--- config.mk ---
export PLATFORM = sky130hd
export DESIGN_NAME = bcd_step_counter
export DESIGN_NICKNAME = d
export VERILOG_FILES = /design/src/rtl/bcd_step_counter.sv
export SDC_FILE = /design/constraint.sdc
export NUM_CORES = 1
export LEC_CHECK = 0
export ABC_AREA = 1
export CORE_MARGIN = 3
export CORE_UTILIZATION = 50
export CTS_CLUSTER_DIAMETER = 30
export DETAILED_ROUTE_END_ITERATION = 7
export PLACE_DENSITY = 0.85
export RECOVER_POWER = 100
export SYNTH_ARGS = -nofsm -noshare
export SYNTH_HDL_FRONTEND = slang
export SYNTH_SLANG_ARGS = --single-unit
export TNS_END_PERCENT = 20
--- constraint.sdc ---
create_clock -name clk -period 1.61 [get_ports clk]
set_clock_uncertainty 0.15 [all_clocks]
set_input_delay 0.483 -clock clk [delete_from_list [all_inputs] [get_ports clk]]
set_output_delay 0.483 -clock clk [all_outputs]
set_load 0.02 [all_outputs]
--- src/rtl/bcd_step_counter.sv ---
// Button-driven BCD decade counter: two-flop synchroniser, counter debouncer, and up/down 0..9 stepping.
// Optional free-running auto-step prescaler is compiled in with `define BCD_AUTO_STEP_EN.
module bcd_step_counter #(
    parameter int unsigned DEBOUNCE_CYCLES = 4,
    parameter int unsigned TICK_DIV        = 12
) (
    input  logic clk,
    input  logic rst_n,
    input  logic btn,
    input  logic dir,
    input  logic auto_en,
    output logic A,
    output logic B,
    output logic C,
    output logic D,
    output logic carry,
    output logic step
);

    localparam int unsigned     DB_W    = (DEBOUNCE_CYCLES > 1) ? $clog2(DEBOUNCE_CYCLES) : 1;
    localparam logic [DB_W-1:0] DB_LAST = DB_W'(DEBOUNCE_CYCLES - 1);
    localparam logic [3:0]      BCD_MAX = 4'd9;

    logic            s1;
    logic            s2;
    logic [1:0]      sync_fill;
    logic            stable;
    logic            stable_d;
    logic [DB_W-1:0] db_cnt;
    logic            armed;
    logic            press;
    logic            tick;
    logic            step_req;
    logic [3:0]      count;
    logic [3:0]      count_nxt;
    logic            wrap;

    // sync_fill marks when s2 holds a genuinely sampled btn value after reset
    always_ff @(posedge clk) begin
        if (!rst_n) begin
            s1        <= 1'b0;
            s2        <= 1'b0;
            sync_fill <= 2'b00;
        end else begin
            s1        <= btn;
            s2        <= s1;
            sync_fill <= {sync_fill[0], 1'b1};
        end
    end

    // Debounce: accept a new level only after it persists for DEBOUNCE_CYCLES cycles
    always_ff @(posedge clk) begin
        if (!rst_n) begin
            stable <= 1'b0;
            db_cnt <= '0;
        end else if (s2 == stable) begin
            db_cnt <= '0;
        end else if (db_cnt == DB_LAST) begin
            stable <= s2;
            db_cnt <= '0;
        end else begin
            db_cnt <= db_cnt + DB_W'(1);
        end
    end

    // A press held through reset must be released before presses are honoured again
    always_ff @(posedge clk) begin
        if (!rst_n) begin
            stable_d <= 1'b0;
            armed    <= 1'b0;
            press    <= 1'b0;
        end else begin
            stable_d <= stable;
            if (sync_fill[1] && !s2) begin
                armed <= 1'b1;
            end
            press <= armed && stable && !stable_d;
        end
    end

`ifdef BCD_AUTO_STEP_EN
    localparam int unsigned     PS_W    = (TICK_DIV > 1) ? $clog2(TICK_DIV) : 1;
    localparam logic [PS_W-1:0] PS_LAST = PS_W'(TICK_DIV - 1);

    logic [PS_W-1:0] presc;

    always_ff @(posedge clk) begin
        if (!rst_n) begin
            presc <= '0;
        end else if (!auto_en || presc == PS_LAST) begin
            presc <= '0;
        end else begin
            presc <= presc + PS_W'(1);
        end
    end

    assign tick = auto_en && (presc == PS_LAST);
`else
    localparam int unsigned unused_tick_div = TICK_DIV;
    logic unused_auto_en;

    assign unused_auto_en = auto_en;
    assign tick           = 1'b0;
`endif

    // Press and tick in the same cycle collapse into a single step
    assign step_req = press | tick;

    always_comb begin
        count_nxt = count;
        wrap      = 1'b0;
        if (dir) begin
            if (count == 4'd0) begin
                count_nxt = BCD_MAX;
                wrap      = 1'b1;
            end else begin
                count_nxt = count - 4'd1;
            end
        end else begin
            if (count >= BCD_MAX) begin
                count_nxt = 4'd0;
                wrap      = 1'b1;
            end else begin
                count_nxt = count + 4'd1;
            end
        end
    end

    always_ff @(posedge clk) begin
        if (!rst_n) begin
            count <= 4'd0;
            carry <= 1'b0;
            step  <= 1'b0;
        end else begin
            step  <= step_req;
            carry <= step_req && wrap;
            if (step_req) begin
                count <= count_nxt;
            end
        end
    end

    assign {A, B, C, D} = count;

endmodule

==> results_dict.tcl <==
set metrics [dict create \
    num_antenna_cells 0 \
    cts_tree "done" \
    period_minus_slack_ns 1.553 \
    worst_slack_ns 0.05722 \
    final_nets 126 \
    core_mm2 0.001334 \
    rsz0062_at_grt "false" \
    die_w_um 44.39 \
    worst-path-max-fanout 2 \
    holdWs_ns 0.2569 \
    grt_usage 0.1531 \
    multi_input_area_um2 341.6 \
    tightest_slew_ns 0.3116 \
    largest_reg_flops 4 \
    post-route-cell-area_um2 908.4 \
    crit_chain "clkdlybuf4s15_1" \
    cp_num_buf_inv 1 \
    htree_num_levels 1 \
    synth_top_cell_area_share 0.4346 \
    crit_required_ns 0.98 \
    initial_core_util 0.5525 \
    clock_latency_ns 0.28 \
    io_pins 11 \
    wl_per_cell_um 10.18 \
    fin_crit_sh 0.9645 \
    regArea_um2 322.8 \
    relSlewSlack 0.7916 \
    vias_per_cell 4.823 \
    ant_nets 0 \
    power_density_mw_per_mm2 757.4 \
    async_flop_share 0 \
    cp-start-kind "flop" \
    cts_sinks 16 \
    numCtsBuffers 3 \
    antenna_found_initial 0 \
    hold_class "flop to flop" \
    placementRows 13 \
    first_pass_iters 4 \
    ys_seq_area_frac 0.4346 \
    synth_area_um2 737.0 \
    tns_ns 0 \
    clockRootBuffer "clkbuf_4" \
    yosysMostFrequentCell "nand2_1" \
    synth_commonest_cells "nand2_1 (21), dfxtp_1 (16), inv_1 (16)" \
    final_max_slew_viol_count 0 \
    drt_first_iter_violations 10 \
    overflow 0 \
    pre_cts_ws_ns -0.1182 \
    ys_warn_count 0 \
    syn_nets 109 \
    globalplace.congestion 0.7949 \
    nFillCells 117 \
    cts_buffer_depth 2 \
    portBuffers 9 \
    cp.arrival_ns 0.92 \
    grt_pass1_wl_mm 2.132 \
    hold_violations 0 \
    die_h_um 44.39 \
    postSynthCellCount 99 \
    top_register "count" \
    route.detailed.drc 0 \
    max_stage_delay_ns 0.34 \
    hpwl_mm 1.001 \
    synthTopCellsByArea "dfxtp_1 (43%), nand2_1 (11%), ha_1 (8.5%)" \
    cts_hold_buf 0 \
    grt_max_degree 11 \
    p_leak_nw 0.4728 \
    synth_edf_count 0 \
    reg_top3 "count (4), db_cnt (2), sync_fill (2)" \
    ys_seq_elements 16 \
    cts.clk_slew.worst_paths_ns 0.09 \
    fmax_mhz 644.0 \
    syn_area_per_cell_um2 7.444 \
    num_vias 627 \
    yosysTopAreaCell "dfxtp_1" \
    drive_gt1_frac 0.1739 \
    synth.distinct_cells 19 \
    status "finished clean" \
    crit_type "flop to output pin" \
    setup-violations-final 0 \
    grt_pass1_vias 549 \
    end_kind "output pin" \
    cp_slowest_cell "dfxtp_1" \
    design.die.area_mm2 0.001970 \
    maxCapViolCount 0 \
    ys.flop_type "dfxtp_1" \
    postPlaceCellArea_um2 867.1 \
    routed_wl_mm 1.324 \
    area_growth_pct 23.26 \
    peakVddDrop_v 0.0005889 \
    crit_family "flip-flops" \
]
## where the power goes
group	total [mW]	internal (mW)	switching [mW]
combinational	0.0269	0.0120	0.0149
sequential	0.405	0.403	0.00255
clock	0.256	0.138	0.118
total	0.688	0.552	0.135
## routing by layer
layer | up-vias | track usage | share of wire
met3 | 0 | 0.07724 | 0.051
met4 | 0 | 0.04819 | 0
met1 | 276 | 0.1683 | 0.44
met5 | - | 0 | 0
li1 | 337 | - | -
met2 | 14 | 0.2558 | 0.51
## stage by stage
step,instances,power [mW],util
final,130,0.6880,0.6811
after global routing,130,0.7213,0.6811
after CTS,130,0.6983,0.6717
after detailed placement,126,0.4427,0.6501
after global placement,126,0.4410,0.6501
after floorplan,99,0.4285,-
## layout make-up
class                           count  share of cell area
Clock buffer                        4             0.03994
Inverter                           17             0.07025
Multi-Input combinational cell     64              0.3760
Sequential cell                    16              0.3554
Tap cell                           15             0.02066
Timing Repair Buffer               14              0.1377
## placed cells by master, fill, tap and decap left out, drive strengths merged
cell type / instances
nand3: 9
nand2: 23
inv: 17
nor3: 1
dfxtp: 16
buf: 4
o21ai: 6
ha: 5
xnor2: 1
nand4: 1
nor2: 13
or2: 1
dlygate4sd3: 1
a21boi: 1
clkdlybuf4s15: 4
dlygate4sd2: 2
clkdlybuf4s50: 2
a21oi: 3
clkbuf: 5
## cells by family (layout without fill, tap and decap cells)
kind of cell / after synthesis / count (layout) / share of synthesized area
AND/OR/NAND/NOR: 48 / 48 / 0.2886
flip-flops: 16 / 16 / 0.4346
adder cells (fa/ha/maj): 5 / 5 / 0.08489
XOR/XNOR: 1 / 1 / 0.01189
buffers and inverters: 19 / 35 / 0.1086
AO/OA/AOI/OAI: 10 / 10 / 0.07131
## worst paths after layout
check                               from  endpoint  slack (ns)  cells past startpoint
worst max-delay path            count[2]         B        0.06                      1
worst min-delay path            stable_d     press        0.26                      1
worst max register to register  count[0]  count[1]        0.12                      8
worst min register to register  stable_d     press        0.26                      1
## timing repair
action / CTS / global route
resized for setup: 6 / 11
pin swaps: 0 / 0
setup endpoints to repair: 6 / 7
buffers inserted: 0 / 0
Note: power is estimated with default switching activity, not from simulation.
